$ cat src/rtl/shift_cnt_multi_pkg.sv
// Shared constants and helpers for the ring/Johnson shift counter.
package shift_cnt_pkg;

    localparam logic MODE_RING    = 1'b0;
    localparam logic MODE_JOHNSON = 1'b1;
    localparam logic DIR_LEFT     = 1'b0;
    localparam logic DIR_RIGHT    = 1'b1;

    // Index width wide enough for the 2*width Johnson states.
    function automatic int idx_w(input int width);
        return $clog2(2 * width);
    endfunction

endpackage

$ cat src/rtl/shift_cnt_multi_if.sv
// Control/status bundle of the shift counter; the sequencer owner is master.
interface shift_cnt_multi_if
    import shift_cnt_pkg::*;
#(
    parameter int WIDTH = 4
);
    localparam int IW = idx_w(WIDTH);

    logic             en;
    logic             mode;
    logic             dir;
    logic             load;
    logic [WIDTH-1:0] load_val;
    logic [WIDTH-1:0] q;
    logic [IW-1:0]    idx;
    logic             valid;
    logic             wrap;
    logic             err;

    modport master (
        output en, mode, dir, load, load_val,
        input  q, idx, valid, wrap, err
    );

    modport slave (
        input  en, mode, dir, load, load_val,
        output q, idx, valid, wrap, err
    );
endinterface

$ cat src/rtl/shift_cnt_multi_decode.sv
// Combinational decode of a counter pattern into a state index and legality flag.
module shift_cnt_decode
    import shift_cnt_pkg::*;
#(
    parameter int WIDTH = 4,
    localparam int IW   = idx_w(WIDTH)
) (
    input  logic [WIDTH-1:0] q,
    input  logic             mode,
    output logic [IW-1:0]    idx,
    output logic             valid
);
    localparam int             NS  = 2 * WIDTH;
    localparam logic [WIDTH-1:0] ALL = '1;
    localparam logic [WIDTH-1:0] ONE = WIDTH'(1);

    logic [WIDTH-1:0] ring_hit;
    logic [NS-1:0]    john_hit;

    genvar gi;
    generate
        for (gi = 0; gi < WIDTH; gi++) begin : g_ring
            assign ring_hit[gi] = (q == (ONE << gi));
        end
        // Johnson states 0..W are k ones at the LSBs; W+z are z zeros under a block of ones.
        for (gi = 0; gi < NS; gi++) begin : g_john
            if (gi <= WIDTH) begin : g_fill
                localparam logic [WIDTH-1:0] PAT = ALL >> (WIDTH - gi);
                assign john_hit[gi] = (q == PAT);
            end else begin : g_drain
                localparam logic [WIDTH-1:0] PAT = ~(ALL >> (2 * WIDTH - gi));
                assign john_hit[gi] = (q == PAT);
            end
        end
    endgenerate

    always_comb begin
        idx   = '0;
        valid = 1'b0;
        if (mode == MODE_RING) begin
            if (q == '0) begin
                valid = 1'b1;
            end
            for (int i = 0; i < WIDTH; i++) begin
                if (ring_hit[i]) begin
                    valid = 1'b1;
                    idx   = IW'(i);
                end
            end
        end else begin
            for (int i = 0; i < NS; i++) begin
                if (john_hit[i]) begin
                    valid = 1'b1;
                    idx   = IW'(i);
                end
            end
        end
    end
endmodule

$ cat src/rtl/shift_cnt_multi.sv
// Ring/Johnson shift-register counter with load, direction, index decode and wrap pulse.
// Optional build macro SHIFT_CNT_SELFCORRECT_EN: illegal patterns are reseeded on en, with an err pulse.
module shift_cnt_multi
    import shift_cnt_pkg::*;
#(
    parameter int WIDTH = 4
) (
    input  logic              clk,
    input  logic              start,
    shift_cnt_multi_if.slave  bus
);
    localparam int               IW        = idx_w(WIDTH);
    localparam logic [WIDTH-1:0] SEED_RING = WIDTH'(1);
    localparam logic [IW-1:0]    MAX_RING  = IW'(WIDTH - 1);
    localparam logic [IW-1:0]    MAX_JOHN  = IW'(2 * WIDTH - 1);

    logic [WIDTH-1:0] q_reg, q_next, shifted;
    logic             wrap_reg, wrap_next;
    logic             err_reg, err_next;
    logic [IW-1:0]    idx, idx_max;
    logic             valid, fb_left, fb_right, ring_seed;

    shift_cnt_decode #(.WIDTH(WIDTH)) u_decode (
        .q     (q_reg),
        .mode  (bus.mode),
        .idx   (idx),
        .valid (valid)
    );

    always_comb begin
        fb_left   = (bus.mode == MODE_JOHNSON) ? ~q_reg[WIDTH-1] : q_reg[WIDTH-1];
        fb_right  = (bus.mode == MODE_JOHNSON) ? ~q_reg[0]       : q_reg[0];
        shifted   = (bus.dir == DIR_LEFT) ? {q_reg[WIDTH-2:0], fb_left}
                                          : {fb_right, q_reg[WIDTH-1:1]};
        ring_seed = (bus.mode == MODE_RING) && (q_reg == '0);
        idx_max   = (bus.mode == MODE_RING) ? MAX_RING : MAX_JOHN;
    end

    always_comb begin
        q_next    = q_reg;
        wrap_next = 1'b0;
        err_next  = 1'b0;
        if (bus.load) begin
            q_next = bus.load_val;
        end else if (bus.en) begin
`ifdef SHIFT_CNT_SELFCORRECT_EN
            if (!valid) begin
                q_next   = (bus.mode == MODE_RING) ? SEED_RING : '0;
                err_next = 1'b1;
            end else
`endif
            // Empty ring register has no token to rotate, so it is seeded without a wrap.
            if (ring_seed) begin
                q_next = SEED_RING;
            end else begin
                q_next    = shifted;
                wrap_next = valid && ((bus.dir == DIR_LEFT) ? (idx == idx_max) : (idx == '0));
            end
        end
    end

    always_ff @(posedge clk or posedge start) begin
        if (start) begin
            q_reg    <= '0;
            wrap_reg <= 1'b0;
            err_reg  <= 1'b0;
        end else begin
            q_reg    <= q_next;
            wrap_reg <= wrap_next;
            err_reg  <= err_next;
        end
    end

    assign bus.q     = q_reg;
    assign bus.idx   = idx;
    assign bus.valid = valid;
    assign bus.wrap  = wrap_reg;
`ifdef SHIFT_CNT_SELFCORRECT_EN
    assign bus.err   = err_reg;
`else
    assign bus.err   = 1'b0;
`endif
endmodule
$ cat src/flat_wrapper.sv
// flat-port wrapper written by rule: the top's interface ports become plain ports
module shift_cnt_multi_flat import shift_cnt_pkg::*;
#(
    parameter int WIDTH = 4
)
  (clk, start, bus_en, bus_mode, bus_dir, bus_load, bus_load_val, bus_q, bus_idx, bus_valid, bus_wrap, bus_err);
  shift_cnt_multi_if #(.WIDTH(WIDTH)) bus_i ();
  input  logic clk;
  input  logic start;
  input wire logic [$bits(bus_i.en)-1:0] bus_en;
  input wire logic [$bits(bus_i.mode)-1:0] bus_mode;
  input wire logic [$bits(bus_i.dir)-1:0] bus_dir;
  input wire logic [$bits(bus_i.load)-1:0] bus_load;
  input wire logic [$bits(bus_i.load_val)-1:0] bus_load_val;
  output wire logic [$bits(bus_i.q)-1:0] bus_q;
  output wire logic [$bits(bus_i.idx)-1:0] bus_idx;
  output wire logic [$bits(bus_i.valid)-1:0] bus_valid;
  output wire logic [$bits(bus_i.wrap)-1:0] bus_wrap;
  output wire logic [$bits(bus_i.err)-1:0] bus_err;
  assign bus_i.en = bus_en;
  assign bus_i.mode = bus_mode;
  assign bus_i.dir = bus_dir;
  assign bus_i.load = bus_load;
  assign bus_i.load_val = bus_load_val;
  assign bus_q = bus_i.q;
  assign bus_idx = bus_i.idx;
  assign bus_valid = bus_i.valid;
  assign bus_wrap = bus_i.wrap;
  assign bus_err = bus_i.err;
  shift_cnt_multi #(.WIDTH(WIDTH)) u_core (.clk(clk), .start(start), .bus(bus_i));
endmodule
$ cat config.mk
export PLATFORM = sky130hd
export DESIGN_NAME = shift_cnt_multi_flat
export DESIGN_NICKNAME = d
export VERILOG_FILES = /design/src/rtl/shift_cnt_multi_pkg.sv /design/src/rtl/shift_cnt_multi_if.sv /design/src/rtl/shift_cnt_multi_decode.sv /design/src/rtl/shift_cnt_multi.sv /design/src/flat_wrapper.sv
export SDC_FILE = /design/constraint.sdc
export NUM_CORES = 1
export LEC_CHECK = 0
export ABC_CLOCK_PERIOD_IN_PS = 3200
export BUFFER_PORTS_ARGS = -buffer_cell sky130_fd_sc_hd__buf_4
export CAP_MARGIN = 15
export CELL_PAD_IN_SITES_DETAIL_PLACEMENT = 1
export CELL_PAD_IN_SITES_GLOBAL_PLACEMENT = 2
export CORE_UTILIZATION = 26
export CTS_CLUSTER_DIAMETER = 50
export CTS_CLUSTER_SIZE = 14
export DETAILED_ROUTE_END_ITERATION = 7
export GPL_TIMING_DRIVEN = 0
export MAX_ROUTING_LAYER = met4
export PLACE_DENSITY_LB_ADDON = 0.1
export SLEW_MARGIN = 40
export SYNTH_ARGS = -nofsm -noshare
export SYNTH_HDL_FRONTEND = slang
export SYNTH_SLANG_ARGS = --single-unit
$ cat constraint.sdc
create_clock -name clk -period 3.2 [get_ports clk]
set_input_delay 0.16 -clock clk [delete_from_list [all_inputs] [get_ports clk]]
set_output_delay 0.16 -clock clk [all_outputs]
set_load 0.01 [all_outputs]
==> metrics.md, run 1 <==
| Metric | Value |
|---|---|
| Status | `completed` |
| CTS tree | `done` |
| DIE AREA | `2260 um^2` |
| Area share of the leading cell type in the synthesized netlist | `0.232` |
| Hpwl dp | `1.16 mm` |
| IO buf count | `17` |
| Global-route wire length before repair | `2.57 mm` |
| Via count of the first global-routing pass | `571` |
| Max frequency | `512 MHz` |
| Clock transition at the registers of the reported paths | `40 ps` |
| Smallest hold slack | `138 ps` |
| Part of the power in combinational logic | `0.451` |
| Post-route ant nets | `0` |
| Static leakage | `0.323 nW` |
| HP Class | `input port to register` |
| CORE AREA | `1960 um^2` |
| Top cells by area, synth | `dfrtp_1, o21ai_0, nor2b_1` |
| Switching power total | `0.100 mW` |
| Internal power | `0.176 mW` |
| Worst Setup Path Type | `register to primary output` |
| Peak supply drop | `187 uV` |
| Die height | `47.5 um` |
| Setup ws final | `1250 ps` |
| Final number of setup-violating endpoints | `0` |
| DR pass1 iterations | `4` |
| Final Hold Viols | `0` |
| Routed wire length per instance | `12.4 um` |
| Setup crit end kind | `primary output` |
| Largest net degree at the start of global routing | `11` |
| Minimum clock period | `1950 ps` |
| Syn_area_per_cell | `7.19 um^2` |
| Final Util | `0.376` |
| Seq pwr share | `0.284` |
| Filler cells | `276` |
| H-Tree Level Count | `1` |
| Number of CTS-inserted buffers | `3` |
| GRT Util Overall | `0.169` |
| Fin crit share | `0.611` |
| Antenna Cells | `0` |
| Total Nets Final | `108` |
| Layout area overhead | `36.7%` |
| Synth Cell Area | `539 um^2` |
| Total gr overflow | `0` |
| Sequential-to-total area share from yosys stat | `0.232` |
| Syn Inst Count | `75` |
| Clk sinks | `5` |
| Max-cap violations | `0` |
| Die X | `47.5 um` |
| Required time of the critical path | `3040 ps` |
| Switching share of power | `0.363` |
| Startpoint types | `register` |
| Root Buffer | `clkbuf_4` |
| Row count | `16` |
| Pwr per Cell Area | `375 nW/um^2` |
| Total length of routed wires | `1.53 mm` |
| Placer Congestion | `0.742` |
| Placement Setup Slack | `1500 ps` |
| Antenna violations before repair | `0` |
| Unique masters post-synth | `32` |
| Setup TNS | `0 ps` |
| Max clock buf depth | `2` |
| Initial Util | `0.275` |
| Yosys top cell by area | `dfrtp_1` |
| Layout Skew | `1.71 ps` |
| DR iter-0 viols | `6` |
| Worst skew pair latency | `240 ps` |
| CP Max Fanout | `10` |
| Detailed-route DRC error count | `0` |
| Clock power share | `0.265` |
| Via Count | `597` |
| Max FFs per register | `4` |
| Ys Warns | `0` |
| Area of the multi-input gates | `358 um^2` |
| Io pins | `20` |
| FF/Latch Area | `125 um^2` |
| Slew Viols, Final | `0` |
| Placed cells | `119` |
| Vias/cell | `4.81` |
| Post-route insts no fill | `124` |
| Critical path arrival | `1790 ps` |
| FF+latch count, synth | `5` |
| Synth Net Count | `85` |
| RSZ-0062 raised after global routing | `false` |
| Share of layout cells above drive strength 1 | `0.278` |
-- power groups by stage --
stage / sequential [mW] / clock [mW] / combinational (mW)
final: 0.0786 / 0.0733 / 0.125
after global routing: 0.0797 / 0.0812 / 0.140
after CTS: 0.0787 / 0.0764 / 0.126
after detailed placement: 0.0795 / 0 / 0.125
after global placement: 0.0793 / 0 / 0.123
after floorplan: 0.0797 / 0 / 0.0759
-- cells in the mapped netlist --
library cell,count
dfrtp_1,5
conb_1,1
a21oi_1,6
buf_2,3
maj3_2,1
inv_1,4
nand3_1,1
and4bb_1,1
clkbuf_1,4
inv_2,1
nor2_1,2
o22a_1,1
o2111ai_1,2
o32ai_1,1
nor3_1,2
nor3b_1,2
nor2b_1,5
o21ai_1,3
mux2_2,1
a2111oi_0,1
buf_4,1
or2_1,1
o21ai_0,7
nand2_1,7
nand2b_1,1
o211ai_1,2
o31ai_1,1
xor2_1,1
or3_1,2
mux2i_1,2
o22ai_1,1
xnor2_1,2
-- critical path, cell delays in order, from the launching register on --
cell	delay [ps]
dfrtp_1	420
clkbuf_1	410
inv_1	70
a2111oi_0	450
buf_4	200
-- kinds of logic (layout without fill, tap and decap cells) --
group / after synthesis / in the layout / synth area share
other: 1 / 1 / 0.00695
adders and majority gates: 1 / 1 / 0.0209
muxes: 3 / 3 / 0.0580
xor gates and xnor gates: 3 / 3 / 0.0487
AOI/OAI and AO/OA: 25 / 25 / 0.283
and+or+nand+nor: 24 / 24 / 0.246
buffers and inverters: 13 / 35 / 0.104
DFF: 5 / 5 / 0.232
-- final timing paths --
| path | cells after the start | slack (ps) | startpoint | end |
|---|---|---|---|---|
| min reg2reg | 3 | 870 | u_core.bus.q[3] | u_core.bus.q[3] |
| max in group asynchronous | 3 | 2650 | start | u_core.bus.q[2] |
| max reg2reg | 6 | 1510 | u_core.bus.q[2] | u_core.bus.wrap |
| min | 3 | 140 | bus_load_val[0] | u_core.bus.q[0] |
| min in group asynchronous | 3 | 380 | start | u_core.bus.q[3] |
| max | 4 | 1250 | u_core.bus.q[2] | bus_idx[2] |
-- cell usage in the layout (no fill, tap or decap), types with 3 or more instances in the layout --
master,instances
a21oi_1,6
clkbuf_1,5
o21ai_0,7
dfrtp_1,5
clkbuf_4,3
nand2_1,7
o21ai_1,3
buf_2,3
buf_4,18
nor2b_1,5
inv_1,4
-- cell type report --
class | instances | area share
multi-input combinational | 57 | 0.486
timing repair buffer | 18 | 0.187
buffer | 8 | 0.0509
tap | 27 | 0.0458
inverter | 5 | 0.0255
clock buffer | 4 | 0.0357
sequential | 5 | 0.170
-- per-stage QoR --
| step | power (mW) | instance area, um^2 |
|---|---|---|
| floorplan | 0.156 | 539 |
| global placement | 0.202 | 701 |
| detailed placement | 0.204 | 701 |
| CTS | 0.281 | 737 |
| global route | 0.301 | 737 |
| finish | 0.276 | 737 |
-- routing by layer --
metal / vias up / share of wire / track usage
li1: 304 / - / -
met1: 284 / 0.49 / 0.208
met2: 9 / 0.48 / 0.271
met3: 0 / 0.029 / 0.0340
met4: 0 / 0 / 0.0667
met5: - / 0 / -
-- timing repair --
item,4_1_cts,5_1_grt
hold buffers,1,0
resized for setup,0,0
endpoints found under the hold margin,5,0
buffers inserted,0,0
Note: power is estimated with default switching activity, not from simulation.
==> inputs of run 2 (changes only) <==
--- a/config.mk
+++ b/config.mk
@@ -5,12 +5,12 @@
 export SDC_FILE = /design/constraint.sdc
 export NUM_CORES = 1
 export LEC_CHECK = 0
-export ABC_CLOCK_PERIOD_IN_PS = 3200
+export ABC_CLOCK_PERIOD_IN_PS = 1710
 export BUFFER_PORTS_ARGS = -buffer_cell sky130_fd_sc_hd__buf_4
 export CAP_MARGIN = 15
 export CELL_PAD_IN_SITES_DETAIL_PLACEMENT = 1
 export CELL_PAD_IN_SITES_GLOBAL_PLACEMENT = 2
-export CORE_UTILIZATION = 26
+export CORE_UTILIZATION = 22
 export CTS_CLUSTER_DIAMETER = 50
 export CTS_CLUSTER_SIZE = 14
 export DETAILED_ROUTE_END_ITERATION = 7
==> constraint.sdc (replaced) <==
create_clock -name clk -period 1.71 [get_ports clk]
set_input_delay 0.0855 -clock clk [delete_from_list [all_inputs] [get_ports clk]]
set_output_delay 0.0855 -clock clk [all_outputs]
set_load 0.01 [all_outputs]
==> metrics.md, run 2 (synthesis gave the netlist of run 1 again) <==
| Metric | Value |
|---|---|
| Post-route insts no fill | `128 (+3.2%)` |
| Placement Setup Slack | `-7.71 ps (-1510 ps)` |
| Layout Skew | `6.05 ps (+4.34 ps)` |
| Fin crit share | `0.982` |
| Final Hold Viols | `0 (unchanged)` |
| Clock transition at the registers of the reported paths | `40 ps (about the same)` |
| Commonest cells after routing, fill and taps aside | `buf_4, nand2_1, o21ai_0` |
| Worst Reg2Reg Path Length in Cells | `5 (-1)` |
| Seq pwr share | `0.266 (-0.018)` |
| Max FFs per register | `4 (unchanged)` |
| Placed cells | `120 (+0.84%)` |
| Commonest non-fill, non-tap cell in the layout | `buf_4` |
| H-Tree Level Count | `1 (unchanged)` |
| DR pass1 iterations | `2 (-2)` |
| Startpoint types | `register` |
| Required time of the critical path | `1620 ps (-1420 ps)` |
| Worst R2R Start | `u_core.bus.q[0]` |
| RSZ-0062 raised after global routing | `true` |
| Worst hold stages | `3 (unchanged)` |
| Io pins | `20 (unchanged)` |
| Peak supply drop | `373 uV (+100%)` |
| Max-cap violations | `0 (unchanged)` |
| Routed wire length per instance | `12.7 um (+2.6%)` |
| Smallest hold slack | `67.4 ps (-70.6 ps)` |
| DR iter-0 viols | `1 (-5)` |
| Global-route wire length before repair | `2.89 mm (+12%)` |
| Total gr overflow | `0 (unchanged)` |
| Filler cells | `295 (+6.9%)` |
| Max frequency | `595 MHz` |
| R2R Setup Slk | `120 ps (-1390 ps)` |
| Initial Util | `0.239 (-0.0357)` |
| Via Count | `617 (+3.4%)` |
| Minimum clock period | `1680 ps` |
| Clock power share | `0.249 (-0.016)` |
| Pwr per Cell Area | `697 nW/um^2 (+86%)` |
| GRT Util Overall | `0.153 (-0.0160)` |
| Detailed-route DRC error count | `0 (unchanged)` |
| Share of layout cells above drive strength 1 | `0.380 (+0.102)` |
| Root Buffer | `clkbuf_4` |
| Switching share of power | `0.356 (-0.00704)` |
| Antenna violations before repair | `0 (unchanged)` |
| FF/Latch Area | `128 um^2 (+2.0%)` |
| Worst r2r dst | `u_core.bus.wrap` |
| CP Max Fanout | `4 (-6)` |
| Setup crit end kind | `primary output` |
| Status | `completed` |
| Die X | `51.5 um (+8.4%)` |
| IO buf count | `17 (unchanged)` |
| Placer Congestion | `0.675 (-9.0%)` |
| WHS Endpoint | `u_core.bus.q[0]` |
| Total Nets Final | `111 (+2.8%)` |
| Worst Setup Path Type | `register to primary output` |
| Internal power | `0.356 mW (+100%)` |
| Largest net degree at the start of global routing | `11 (unchanged)` |
| Vias/cell | `4.82 (+0.12%)` |
| Clk sinks | `5 (unchanged)` |
| CTS tree | `done` |
| Hpwl dp | `1.18 mm (+1.6%)` |
| Hold path startpoint | `bus_load_val[0]` |
| Setup ws final | `30.7 ps (-1210 ps)` |
| Overall power | `0.552 mW (+100%)` |
| CORE AREA | `2250 um^2 (+15%)` |
| Via count of the first global-routing pass | `647 (+13%)` |
| Layout area overhead | `46.9%` |
| Row count | `17 (+1)` |
| Final number of setup-violating endpoints | `0 (unchanged)` |
| Max clock buf depth | `2 (unchanged)` |
| Static leakage | `0.352 nW (+8.9%)` |
| Part of the power in combinational logic | `0.485 (+0.034)` |
| Die height | `51.5 um (+8.4%)` |
| Critical path arrival | `1590 ps (-200 ps)` |
| DIE AREA | `2650 um^2 (+17%)` |
| Antenna Cells | `0 (unchanged)` |
| HP Class | `input port to register` |
| Total length of routed wires | `1.62 mm (+5.9%)` |
| Area of the multi-input gates | `369 um^2 (+3.1%)` |
| Worst skew pair latency | `240 ps (about the same)` |
| Number of CTS-inserted buffers | `3 (unchanged)` |
| Post-route ant nets | `0 (unchanged)` |
| Switching power total | `0.197 mW (+96%)` |
| Slew Viols, Final | `0 (unchanged)` |
[run 2: how the worst max path moves through the flow]
stage,from,end,slack [ps],cells past startpoint
after floorplan,u_core.bus.q[0],u_core.bus.wrap,150,4
after global placement,u_core.bus.q[2],u_core.bus.wrap,5,6
after detailed placement,u_core.bus.q[2],u_core.bus.wrap,-8,6
after CTS,u_core.bus.q[2],bus_valid,10,4
after global routing,u_core.bus.q[0],bus_valid,-30,4
final,u_core.bus.q[0],bus_valid,30,4
[run 2: repair_timing]
action / in CTS / in global routing
setup buffers: 3 / 0
resized for setup: 9 / 6
hold endpoints to repair: 5 / 0
pin swaps: 2 / 0
setup endpoints to repair: 5 / 3
hold buffers: 1 / 0
[run 2: layer usage]
metal | vias up | routed length, um | GRT usage | part of all wire
li1 | 318 | - | - | -
met1 | 288 | 786 | 0.184 | 0.48
met2 | 11 | 786 | 0.251 | 0.48
met3 | 0 | 49 | 0.0263 | 0.030
met4 | 0 | 0 | 0.0676 | 0
met5 | - | 0 | - | 0
[run 2: final cells by class]
class	instances	area share
clock buffers	4	0.0332
inverters	5	0.0237
flip-flops and latches	5	0.161
repair buffers	21	0.202
well taps	28	0.0442
plain buffers	8	0.0695
multi-input cells	57	0.466
[run 2: critical path, cell delays in order (launching register included)]
cell and delay, ps:
dfrtp_2 430, or2_4 240, maj3_2 300, o211ai_1 220, buf_4 160
[run 2: stage by stage]
| stage | setup TNS [ps] | util | cell area, um^2 |
|---|---|---|---|
| 2_1_floorplan | 0 | - | 539 |
| 3_3_place_gp | 0 | 0.311 | 702 |
| 3_5_place_dp | -7.71 | 0.311 | 702 |
| 4_1_cts | 0 | 0.345 | 777 |
| 5_1_grt | -57.9 | 0.351 | 792 |
| 6_report | 0 | 0.351 | 792 |
[run 2: power by group through the flow]
stage / Clock, mW / Combinational (mW) / Sequential [mW]
3_3_place_gp: 0 / 0.235 / 0.149
4_1_cts: 0.147 / 0.263 / 0.146
2_1_floorplan: 0 / 0.142 / 0.149
5_1_grt: 0.158 / 0.298 / 0.149
6_report: 0.137 / 0.268 / 0.147
3_5_place_dp: 0 / 0.234 / 0.150
==> inputs of run 3 (changes only) <==
--- a/config.mk
+++ b/config.mk
@@ -5,13 +5,13 @@
 export SDC_FILE = /design/constraint.sdc
 export NUM_CORES = 1
 export LEC_CHECK = 0
-export ABC_CLOCK_PERIOD_IN_PS = 1710
+export ABC_CLOCK_PERIOD_IN_PS = 1700
 export BUFFER_PORTS_ARGS = -buffer_cell sky130_fd_sc_hd__buf_4
 export CAP_MARGIN = 15
 export CELL_PAD_IN_SITES_DETAIL_PLACEMENT = 1
 export CELL_PAD_IN_SITES_GLOBAL_PLACEMENT = 2
-export CORE_UTILIZATION = 22
-export CTS_CLUSTER_DIAMETER = 50
+export CORE_UTILIZATION = 24
+export CTS_CLUSTER_DIAMETER = 150
 export CTS_CLUSTER_SIZE = 14
 export DETAILED_ROUTE_END_ITERATION = 7
 export GPL_TIMING_DRIVEN = 0
==> constraint.sdc (replaced) <==
create_clock -name clk -period 1.7 [get_ports clk]
set_input_delay 0.085 -clock clk [delete_from_list [all_inputs] [get_ports clk]]
set_output_delay 0.085 -clock clk [all_outputs]
set_load 0.01 [all_outputs]
==> metrics.md, run 3 (synthesis gave the netlist of run 1 again) <==
| Metric | Value |
|---|---|
| Die X | `49.4 um (-4.1%)` |
| Row count | `16 (-1)` |
| Clock transition at the registers of the reported paths | `40 ps (about the same)` |
| Detailed-route DRC error count | `0 (unchanged)` |
| Worst skew pair latency | `240 ps (about the same)` |
| CTS tree | `done` |
| DR iter-0 viols | `7 (+6)` |
| Placer Congestion | `0.686 (+1.6%)` |
| Hpwl dp | `1.17 mm (-1.1%)` |
| H-Tree Level Count | `1 (unchanged)` |
| Total Nets Final | `111 (unchanged)` |
| Setup crit end kind | `primary output` |
| Required time of the critical path | `1620 ps (about the same)` |
| Via Count | `620 (+0.49%)` |
| Commonest non-fill, non-tap cell in the layout | `buf_4` |
| Number of CTS-inserted buffers | `3 (unchanged)` |
| CP startpoint | `u_core.bus.q[0]` |
| DIE AREA | `2440 um^2 (-8.0%)` |
| Worst R2R Start | `u_core.bus.q[1]` |
| Final Cell Area | `783 um^2 (-1.1%)` |
| DR pass1 iterations | `2 (unchanged)` |
| Final number of setup-violating endpoints | `0 (unchanged)` |
| Antenna Cells | `0 (unchanged)` |
| FF/Latch Area | `129 um^2 (+0.98%)` |
| Total gr overflow | `0 (unchanged)` |
| Vias/cell | `4.88 (+1.3%)` |
| Routed wire length per instance | `13.1 um (+3.2%)` |
| Area of the multi-input gates | `364 um^2 (-1.4%)` |
| RSZ-0062 raised after global routing | `true` |
| Largest net degree at the start of global routing | `11 (unchanged)` |
| Filler cells | `279 (-5.4%)` |
| CORE AREA | `2040 um^2 (-9.4%)` |
| Io pins | `20 (unchanged)` |
| Root Buffer | `clkbuf_4` |
| Commonest cells after routing, fill and taps aside | `buf_4, nand2_1, o21ai_0` |
| Peak supply drop | `491 uV (+32%)` |
| Max frequency | `603 MHz` |
| Post-route ant nets | `0 (unchanged)` |
| Layout area overhead | `45.2%` |
| Clk sinks | `5 (unchanged)` |
| Share of layout cells above drive strength 1 | `0.370 (-0.0100)` |
| Buf/Inv on CP | `1 (unchanged)` |
| Hold path startpoint | `bus_load_val[1]` |
| Via count of the first global-routing pass | `575 (-11%)` |
| Critical path arrival | `1570 ps (-20 ps)` |
| Static leakage | `0.347 nW (-1.4%)` |
| Pwr per Cell Area | `701 nW/um^2 (+0.54%)` |
| Slowest cell on the critical path | `dfrtp_2` |
| HP Class | `input port to register` |
| Cell Chain, Critical Path | `or2_1 > maj3_2 > o211ai_1 > buf_4` |
| Max clock buf depth | `2 (unchanged)` |
| Antenna violations before repair | `0 (unchanged)` |
| Fin crit share | `0.975` |
| Startpoint types | `register` |
| Minimum clock period | `1660 ps` |
| Global-route wire length before repair | `2.73 mm (-5.5%)` |
| CP top delay family | `flip-flops` |
| Final Hold Viols | `0 (unchanged)` |
| Final Util | `0.384 (+0.0323)` |
| Slew Viols, Final | `0 (unchanged)` |
| Slowest stage delay, CP | `430 ps (about the same)` |
| IO buf count | `17 (unchanged)` |
| Total length of routed wires | `1.66 mm (+2.4%)` |
| Status | `completed` |
| Max FFs per register | `4 (unchanged)` |
| Post-DP Area | `701 um^2 (-0.18%)` |
| Initial Util | `0.264 (+0.0249)` |
| Max-cap violations | `0 (unchanged)` |
| GRT Util Overall | `0.151 (-0.00239)` |
| CP Max Fanout | `5 (+1)` |
| Die height | `49.4 um (-4.1%)` |
| Layout Skew | `4.62 ps (-1.43 ps)` |
| Worst Setup Path Type | `register to primary output` |
[run 3: cell count changes in the layout (fill, tap and decap cells not counted), sizes merged]
cell,previous run,this run
buf,25,23
clkbuf,7,9
[run 3: final cells by class]
type | count | share of cell area
Clock buffer | 4 | 0.0335
Sequential cell | 5 | 0.165
Timing Repair Buffer | 21 | 0.204
Inverter | 5 | 0.0240
Buffer | 8 | 0.0655
Tap cell | 27 | 0.0431
Multi-Input combinational cell | 57 | 0.465
[run 3: timing repair]
action | CTS | global route
pin swaps | 2 | 3
resized for setup | 8 | 4
setup buffers | 2 | 1
setup endpoints to repair | 5 | 4
hold endpoints to repair | 5 | 0
hold buffers | 1 | 0
[run 3: routing by layer]
layer  global-route usage  vias to the layer above  routed length [um]
met4               0.0143                        0                   0
li1                     -                      315                   -
met5                    -                        -                   0
met3               0.0374                        0                  47
met1                0.197                      292                 844
met2                0.242                       13                 771
[run 3: tightest hold or removal path: cells and delay by family]
family | cells | cell delay, ps
AOI/OAI and AO/OA | 1 | 60
buffers and inverters | 1 | 70
and+or+nand+nor | 1 | 30
[run 3: power by group]
group / switching (mW) / internal (mW)
registers: 0.0154 / 0.132
clock network: 0.0475 / 0.0886
logic: 0.133 / 0.133
total: 0.196 / 0.354
[run 3: path summary, 6_finish.rpt]
check	depth (start not counted)	endpoint	slack, ps
worst min register to register	3	u_core.bus.q[3]	810
worst min-delay path	3	u_core.bus.q[1]	60
min in group asynchronous	3	u_core.bus.wrap	290
worst max-delay path	4	bus_valid	40
worst max register to register	5	u_core.bus.q[0]	90
max in group asynchronous	3	u_core.bus.q[0]	1230
[run 3: stage by stage]
| step | cells | hold WS [ps] | total power [mW] | TNS [ps] | setup WS, ps |
|---|---|---|---|---|---|
| global placement | 119 | -4.29 | 0.385 | 0 | 9.91 |
| detailed placement | 119 | -1.42 | 0.386 | -13.0 | -13.0 |
| global route | 127 | 69.6 | 0.597 | -102 | -39.1 |
| finish | 127 | 57.0 | 0.549 | 0 | 41.9 |
| floorplan | 75 | -136 | 0.293 | 0 | 139 |
| CTS | 126 | 56.3 | 0.548 | 0 | 6.40 |
